## config.mk

```make
export PLATFORM = sky130hd
export DESIGN_NAME = switch_traffic_gen
export DESIGN_NICKNAME = d
export VERILOG_FILES = /design/src/rtl/packet_pkg.sv /design/src/rtl/tg_lfsr16.sv /design/src/rtl/switch_traffic_gen.sv
export SDC_FILE = /design/constraint.sdc
export NUM_CORES = 1
export LEC_CHECK = 0
export CORE_ASPECT_RATIO = 1.5
export CORE_UTILIZATION = 23
export DETAILED_ROUTE_END_ITERATION = 16
export PLACE_DENSITY = 0.38
export SYNTH_ARGS = -nofsm -noshare
export SYNTH_HDL_FRONTEND = slang
export SYNTH_HIERARCHICAL = 1
export SYNTH_SLANG_ARGS = --single-unit
export TNS_END_PERCENT = 5
```

## constraint.sdc

```tcl
create_clock -name clk -period 4 [get_ports clk]
set_clock_uncertainty 0.1 [all_clocks]
set_input_delay 0.8 -clock clk [delete_from_list [all_inputs] [get_ports clk]]
set_output_delay 0.8 -clock clk [all_outputs]
set_load 0.05 [all_outputs]
```

## src/rtl/packet_pkg.sv

```systemverilog
// Shared packet-level types for the switch_4port test infrastructure.
// Holds the packet type encoding, the port count, the traffic-generator
// state type and the destination-mask helper used by switch_traffic_gen.
package packet_pkg;

  localparam int unsigned NUM_PORTS = 4;

  typedef enum logic [1:0] {
    PKT_DATA  = 2'd0,
    PKT_CTRL  = 2'd1,
    PKT_MCAST = 2'd2,
    PKT_RSVD  = 2'd3
  } pkt_type_e;

  typedef enum logic [2:0] {
    TG_IDLE,
    TG_GAP,
    TG_SEND,
    TG_STALL,
    TG_DONE
  } tg_state_e;

  // Destination mask from four random bits: never targets the sending port,
  // never empty. An empty mask falls back to the next port up, wrapping 3->0
  // through the 2-bit add.
  function automatic logic [3:0] tg_target(input logic [3:0] raw,
                                           input logic [1:0] port_id);
    logic [3:0] mask;
    logic [1:0] next_port;
    mask      = raw & ~(4'b0001 << port_id);
    next_port = port_id + 2'd1;
    if (mask == '0) begin
      mask = 4'b0001 << next_port;
    end
    return mask;
  endfunction

endpackage

```

## src/rtl/tg_lfsr16.sv

```systemverilog
// 16-bit Fibonacci LFSR (taps 16,14,13,11) for the traffic generator.
// Ports:
//   clk_i     clock
//   rst_i     asynchronous active-high reset, loads the seed
//   enable_i  advance one step this cycle
//   value_o   low OUT_W bits of the current register value
// A zero seed would lock the register up, so it is replaced by 16'h0001.
module tg_lfsr16 #(
  parameter logic [15:0] SEED  = 16'hACE1,
  parameter int unsigned OUT_W = 16
) (
  input  logic             clk_i,
  input  logic             rst_i,
  input  logic             enable_i,
  output logic [OUT_W-1:0] value_o
);

  localparam logic [15:0] SEED_NZ = (SEED == 16'h0000) ? 16'h0001 : SEED;

  logic [15:0] lfsr_q;
  logic [15:0] lfsr_d;

  always_comb begin
    lfsr_d = {lfsr_q[14:0], lfsr_q[15] ^ lfsr_q[13] ^ lfsr_q[12] ^ lfsr_q[10]};
  end

  always_ff @(posedge clk_i or posedge rst_i) begin
    if (rst_i) begin
      lfsr_q <= SEED_NZ;
    end else if (enable_i) begin
      lfsr_q <= lfsr_d;
    end
  end

  assign value_o = lfsr_q[OUT_W-1:0];

endmodule

```

## src/rtl/switch_traffic_gen.sv

```systemverilog
// Pseudo-random single-beat packet source for one switch_4port ingress port.
// Backpressured by the ingress FIFO full flag so it never causes a drop.
// Ports:
//   clk, rst     clock, asynchronous active-high reset
//   start        pulse: begin a run (honoured only in IDLE or DONE)
//   abort        level: end the run after the current beat
//   fifo_full    ingress FIFO full from switch_port
//   valid_in     beat valid towards the switch
//   source_in    constant PORT_ID
//   target_in    destination mask, never zero, never includes PORT_ID
//   pkt_type     packet type (pkt_type_e)
//   data_in      {seq[5:0], pkt_type}
//   busy, done   run in progress / run finished
//   sent_cnt     beats accepted this run
//   stall_cnt    cycles spent stalled this run, saturating
module switch_traffic_gen
  import packet_pkg::*;
#(
  parameter int unsigned PORT_ID  = 0,
  parameter int unsigned NUM_PKTS = 20,
  parameter int unsigned MAX_GAP  = 7,
  parameter logic [15:0] SEED     = 16'hACE1
) (
  input  logic        clk,
  input  logic        rst,
  input  logic        start,
  input  logic        abort,
  input  logic        fifo_full,
  output logic        valid_in,
  output logic [1:0]  source_in,
  output logic [3:0]  target_in,
  output logic [1:0]  pkt_type,
  output logic [7:0]  data_in,
  output logic        busy,
  output logic        done,
  output logic [15:0] sent_cnt,
  output logic [15:0] stall_cnt
);

  tg_state_e   state_q;
  logic        send_q;
  logic        busy_q;
  logic        done_q;
  logic [3:0]  gap_q;
  logic [3:0]  target_q;
  pkt_type_e   type_q;
  logic [7:0]  data_q;
  logic [5:0]  seq_q;
  logic [15:0] sent_q;
  logic [15:0] stall_q;

  logic [9:0]  lfsr;
  logic [3:0]  gap_d;
  logic [3:0]  target_d;
  logic        last_pkt;

  tg_lfsr16 #(
    .SEED  (SEED),
    .OUT_W (10)
  ) u_lfsr (
    .clk_i    (clk),
    .rst_i    (rst),
    .enable_i (busy_q),
    .value_o  (lfsr)
  );

  always_comb begin
    gap_d    = 4'({28'd0, lfsr[3:0]} % (MAX_GAP + 1));
    target_d = tg_target(lfsr[7:4], 2'(PORT_ID));
    last_pkt = (sent_q + 16'd1) == 16'(NUM_PKTS);
  end

  always_ff @(posedge clk or posedge rst) begin
    if (rst) begin
      state_q  <= TG_IDLE;
      send_q   <= 1'b0;
      busy_q   <= 1'b0;
      done_q   <= 1'b0;
      gap_q    <= '0;
      target_q <= '0;
      type_q   <= PKT_DATA;
      data_q   <= '0;
      seq_q    <= '0;
      sent_q   <= '0;
      stall_q  <= '0;
    end else begin
      case (state_q)
        TG_IDLE, TG_DONE: begin
          if (start && !abort) begin
            sent_q  <= '0;
            stall_q <= '0;
            seq_q   <= '0;
            gap_q   <= gap_d;
            state_q <= TG_GAP;
            busy_q  <= 1'b1;
            done_q  <= 1'b0;
          end
        end
        TG_GAP: begin
          if (abort) begin
            state_q <= TG_DONE;
            busy_q  <= 1'b0;
            done_q  <= 1'b1;
          end else if (gap_q == '0) begin
            // Fields are frozen here and held through any stall until accepted.
            state_q  <= TG_SEND;
            send_q   <= 1'b1;
            target_q <= target_d;
            type_q   <= pkt_type_e'(lfsr[9:8]);
            data_q   <= {seq_q, lfsr[9:8]};
          end else begin
            gap_q <= gap_q - 4'd1;
          end
        end
        TG_SEND: begin
          send_q <= 1'b0;
          if (fifo_full) begin
            state_q <= TG_STALL;
          end else begin
            sent_q <= sent_q + 16'd1;
            seq_q  <= seq_q + 6'd1;
            if (last_pkt || abort) begin
              state_q <= TG_DONE;
              busy_q  <= 1'b0;
              done_q  <= 1'b1;
            end else begin
              gap_q   <= gap_d;
              state_q <= TG_GAP;
            end
          end
        end
        TG_STALL: begin
          if (stall_q != '1) begin
            stall_q <= stall_q + 16'd1;
          end
          if (abort) begin
            state_q <= TG_DONE;
            busy_q  <= 1'b0;
            done_q  <= 1'b1;
          end else if (!fifo_full) begin
            state_q <= TG_SEND;
            send_q  <= 1'b1;
          end
        end
        default: begin
          state_q <= TG_IDLE;
          send_q  <= 1'b0;
          busy_q  <= 1'b0;
          done_q  <= 1'b0;
        end
      endcase
    end
  end

  // The SEND flag is registered; gating it with fifo_full keeps valid_in low
  // whenever the FIFO is full at the sampling edge, so no beat can be dropped.
  assign valid_in  = send_q & ~fifo_full;
  assign source_in = 2'(PORT_ID);
  assign target_in = target_q;
  assign pkt_type  = type_q;
  assign data_in   = data_q;
  assign busy      = busy_q;
  assign done      = done_q;
  assign sent_cnt  = sent_q;
  assign stall_cnt = stall_q;

endmodule
```

==> impl_metrics.py, run 1 <==
metrics = {
    "status": {
        "outcome": "completed",
    },
    "worst_setup_path": {
        "setup.worst_path.start_class": "input port",
        "arrival_ns": 2.38,
        "worstSetupPathType": "in2out",
        "r2r-end": "done",
        "critPathRequiredTime_ns": 3.10,
        "worstReg2RegStart": "sent_cnt[0]",
        "ff2ff_setup_slack_ns": 1.00,
        "path_max_fanout": 7,
        "endpoint_kind": "output port",
        "reg2regPathDepth": 8,
    },
    "synthesis": {
        "ys_warn_count": 6,
        "syn_area_um2": 4020,
        "synth_cells": 410,
        "syn_avg_cell_area_um2": 9.81,
    },
    "clock_network": {
        "clockBufferDepth": 2,
        "clkLatencyLatePin_ns": 0.34,
        "postCtsHoldBufs": 0,
        "cts_setup_buffers": 0,
        "root_buffer": "clkbuf_16",
        "cts.sinks": 75,
        "htree_levels": 3,
        "cts_tree": "yes",
        "cts.repair.resized": 0,
        "path_clk_slew_ns": 0.05,
        "numCtsBuffers": 9,
    },
    "route": {
        "ant_nets": 0,
        "routed_wl_um": 9800,
        "drt_first_pass_iters": 4,
        "drt-initial-drc-count": 105,
        "vias": 3090,
        "post_drt_wl_per_cell_um": 14.7,
        "drc": 0,
        "via_per_inst": 4.63,
    },
    "die": {
        "chipWidth_um": 110,
        "die_h_um": 164,
        "die_area_um2": 18000,
        "coreArea_um2": 16900,
        "num_io_pins": 56,
        "rows": 58,
        "start_util_pct": 23.8,
    },
    "layout": {
        "multiInputGateArea_um2": 1900,
        "fillers": 1780,
        "drive_gt1_share_pct": 14.7,
        "final_nets": 462,
        "layout_common_cells": "67 x dfrtp_1, 52 x clkdlybuf4s50_1, 44 x o21ai_0",
        "final_common_cell": "dfrtp_1",
        "seq_area_um2": 1890,
        "layoutNonFillerInstCount": 667,
        "area.growth.synth_to_final_pct": 24.2,
        "insertedDiodeCount": 0,
    },
    "power_and_ir_drop": {
        "p_leak_nw": 2.07,
        "ir_drop_uv": 282,
        "cellPowerDensity_nw_per_um2": 548,
    },
    "global_routing": {
        "grt_pass1_vias": 3092,
        "grt_max_degree": 35,
        "grt_use_total_pct": 11.9,
        "grt_pass1_wl_um": 16300,
        "grt_overflow": 0,
        "antenna_found_initial": 0,
    },
    "place": {
        "io_buffer_count": 52,
        "gp_congestion": 0.763,
        "place_hpwl_um": 7020,
        "dp_cells": 651,
    },
    "timing": {
        "hold_viol_final": 0,
        "rsz0062_at_grt": "false",
        "fmax_mhz": 305,
        "slew_viol_final": 0,
        "worst_hold_slack_ns": 0.402,
        "finalSetupViolCount": 0,
        "tns_ns": 0,
        "fin_crit_sh_pct": 82.0,
        "min_period_ns": 3.28,
        "timing.slew.headroom_pct": 29.7,
        "worst_pin_slew_ns": 1.05,
    },
    "hold_path": {
        "whs_path_depth": 1,
        "hold_start": "u_lfsr/lfsr_q[14]",
        "min_path_type": "reg2reg",
        "holdPathEnd": "u_lfsr/lfsr_q[14]",
    },
    "job": {
        "max_cap_violations": 0,
    },
}
==> area by class of cell <==
cell class / count / share of cell area [%]
clock buffers: 11 / 4.86
well taps: 210 / 5.26
repair buffers: 59 / 11.5
flip-flops and latches: 75 / 37.8
multi-input cells: 294 / 38.1
clock inverters: 5 / 1.55
inverters: 13 / 0.977
==> worst max-delay path by stage <==
stage,from,to,cells after the start
finish,fifo_full,valid_in,3
detailed placement,fifo_full,valid_in,3
floorplan,sent_cnt[0],done,8
global placement,fifo_full,valid_in,3
global route,fifo_full,valid_in,3
CTS,fifo_full,valid_in,3
==> flip-flops by register name, summed over array words and instances (netlist names) <==
register       cells
state_q            3
u_lfsr/lfsr_q     16
stall_cnt         16
target_in          3
pkt_type           1
sent_cnt          16
send_q             1
gap_q              4
done               1
data_in            7
seq_q              6
busy               1
==> report_power, final <==
group          total [W]  switching (W)  internal [W]
sequential       0.00107       0.000135      0.000937
clock           0.000881       0.000320      0.000561
combinational   0.000783       0.000425      0.000358
==> layer usage <==
layer	wire length (µm)	vias up	share of wire (%)	track usage, %
met4	189	0	1.9	5.09
met2	5010	46	51	20.4
met1	4260	1508	43	13.7
li1	-	1524	-	-
met3	349	12	3.6	3.13
met5	0	-	0	0
==> critical path, stage by stage <==
cell,delay [ns]
clkdlybuf4s50_1,0.53
nor2b_1,0.22
clkdlybuf4s50_1,0.83
==> per-stage QoR <==
stage	instance area, µm²	total power (W)	setup slack [ns]	util [%]
finish	4990	0.00274	0.720	29.5
detailed placement	4670	0.00188	0.699	27.6
global route	4990	0.00290	0.624	29.5
floorplan	4030	0.00175	1.02	-
CTS	4990	0.00279	0.703	29.5
global placement	4670	0.00187	0.702	27.6
Note: power is estimated with default switching activity, not from simulation.
==> inputs of run 2 (changes only) <==
==> constraint.sdc (replaced) <==
create_clock -name clk -period 3.2 [get_ports clk]
set_clock_uncertainty 0.1 [all_clocks]
set_input_delay 0.64 -clock clk [delete_from_list [all_inputs] [get_ports clk]]
set_output_delay 0.64 -clock clk [all_outputs]
set_load 0.05 [all_outputs]
==> impl_metrics.py, run 2 (synthesized netlist as in run 1, its figures left out) <==
metrics = {
    "layout": {
        "insertedDiodeCount": 0,
        "final_common_cell": "dfrtp_1",
        "drive_gt1_share_pct": 16.2,
        "layout_common_cells": "67 x dfrtp_1, 51 x clkdlybuf4s50_1, 44 x o21ai_0",
        "seq_area_um2": 1890,
        "fillers": 1765,
        "layoutNonFillerInstCount": 673,
        "multiInputGateArea_um2": 1900,
        "area.growth.synth_to_final_pct": 25.1,
        "final_nets": 468,
        "fin_area_um2": 5030,
    },
    "timing": {
        "min_period_ns": 2.97,
        "worst_pin_slew_ns": 1.02,
        "timing.slew.headroom_pct": 31.7,
        "fmax_mhz": 337,
        "finalSetupViolCount": 0,
        "rsz0062_at_grt": "false",
        "tns_ns": 0,
        "hold_viol_final": 0,
        "fin_crit_sh_pct": 92.7,
        "slew_viol_final": 0,
    },
    "clock_network": {
        "cts.repair.resized": 0,
        "clkLatencyLatePin_ns": 0.33,
        "numCtsBuffers": 9,
        "cts_tree": "yes",
        "postCtsHoldBufs": 0,
        "htree_levels": 3,
        "cts.sinks": 75,
        "clockBufferDepth": 2,
        "root_buffer": "clkbuf_16",
        "path_clk_slew_ns": 0.06,
        "cts_setup_buffers": 0,
    },
    "place": {
        "io_buffer_count": 52,
        "place_hpwl_um": 7190,
        "dp_cells": 657,
        "placed_area_um2": 4730,
        "gp_congestion": 0.781,
    },
    "power_and_ir_drop": {
        "finalPower_w": 0.00337,
        "pwr-share-clk_pct": 30.6,
        "ir_drop_uv": 352,
        "p_leak_nw": 2.10,
        "internal_power_w": 0.00224,
        "switching_share_pct": 33.5,
        "power.share.sequential_pct": 40.0,
        "cellPowerDensity_nw_per_um2": 669,
        "power.switching_w": 0.00113,
        "pwr-share-comb_pct": 29.5,
    },
    "global_routing": {
        "grt_overflow": 0,
        "grt_max_degree": 37,
        "grt_use_total_pct": 12.2,
        "grt_pass1_wl_um": 16900,
        "grt_pass1_vias": 3290,
        "antenna_found_initial": 0,
    },
    "worst_setup_path": {
        "worstReg2RegStart": "sent_cnt[0]",
        "critPathRequiredTime_ns": 3.31,
        "arrival_ns": 3.08,
        "endpoint_kind": "register",
        "reg2regPathDepth": 8,
        "setup.worst_path.start_class": "register",
        "worstSetupPathType": "reg2reg",
        "path_max_fanout": 11,
        "ff2ff_setup_slack_ns": 0.23,
        "r2r-end": "done",
    },
    "die": {
        "die_h_um": 164,
        "start_util_pct": 23.8,
        "num_io_pins": 56,
        "rows": 58,
        "chipWidth_um": 110,
        "coreArea_um2": 16900,
        "die_area_um2": 18000,
    },
    "route": {
        "post_drt_wl_per_cell_um": 15.0,
        "ant_nets": 0,
        "via_per_inst": 4.74,
        "drt-initial-drc-count": 141,
        "drc": 0,
        "drt_first_pass_iters": 4,
        "vias": 3187,
        "routed_wl_um": 10100,
    },
    "job": {
        "max_cap_violations": 0,
    },
    "hold_path": {
        "hold_start": "gap_q[1]",
        "whs_path_depth": 2,
        "min_path_type": "reg2reg",
        "holdPathEnd": "gap_q[1]",
    },
    "status": {
        "outcome": "completed",
    },
}
-- run 2: cell count changes in the layout (fill, tap and decap cells not counted), sizes merged --
cell,delta
buf,+7
bufinv,-1
clkbuf,-2
clkdlybuf4s50,-1
clkinv,+2
inv,+1
-- run 2: metrics by stage --
stage / hold slack, ns / setup WS [ns] / util (%)
floorplan: 0.361 / 0.220 / -
global placement: 0.385 / 0.267 / 28.0
detailed placement: 0.396 / 0.228 / 28.0
CTS: 0.411 / 0.204 / 29.8
global route: 0.429 / 0.0562 / 29.8
finish: 0.407 / 0.233 / 29.8
-- run 2: layout make-up --
class                      instances  area share [%]
clock buffer                       9            4.48
clock inverter                     7            1.54
inverter                          13           0.970
multi-input combinational        294            37.8
sequential                        75            37.5
tap                              210            5.22
timing repair buffer              65            12.5
-- run 2: power by group through the flow --
| stage | registers (W) | clock network (W) | logic [W] |
|---|---|---|---|
| 2_1_floorplan | 0.00144 | 0 | 0.000741 |
| 3_3_place_gp | 0.00136 | 0 | 0.000995 |
| 3_5_place_dp | 0.00136 | 0 | 0.00100 |
| 4_1_cts | 0.00135 | 0.00107 | 0.00101 |
| 5_1_grt | 0.00138 | 0.00111 | 0.00110 |
| 6_report | 0.00135 | 0.00103 | 0.000993 |
-- run 2: worst max-delay path: stages (launching register included) --
cell	delay (ns)
dfrtp_1	0.53
ha_1	0.33
nand3_2	0.19
nor4_4	0.36
and2_2	0.21
a31oi_1	0.12
or3_1	0.42
a31o_1	0.28
mux2_4	0.30
-- run 2: worst max path at each step --
stage,startpoint,endpoint,slack (ns),depth (start not counted)
6_report,sent_cnt[0],done,0.23,8
3_3_place_gp,sent_cnt[0],done,0.27,8
3_5_place_dp,sent_cnt[0],done,0.23,8
4_1_cts,sent_cnt[0],done,0.20,8
2_1_floorplan,sent_cnt[0],done,0.22,8
5_1_grt,sent_cnt[0],done,0.06,8
-- run 2: routing by layer --
layer	routed length, µm	track usage, %
met2	5290	21.2
met4	258	5.27
met1	4210	14.3
met3	359	2.58
met5	0	0
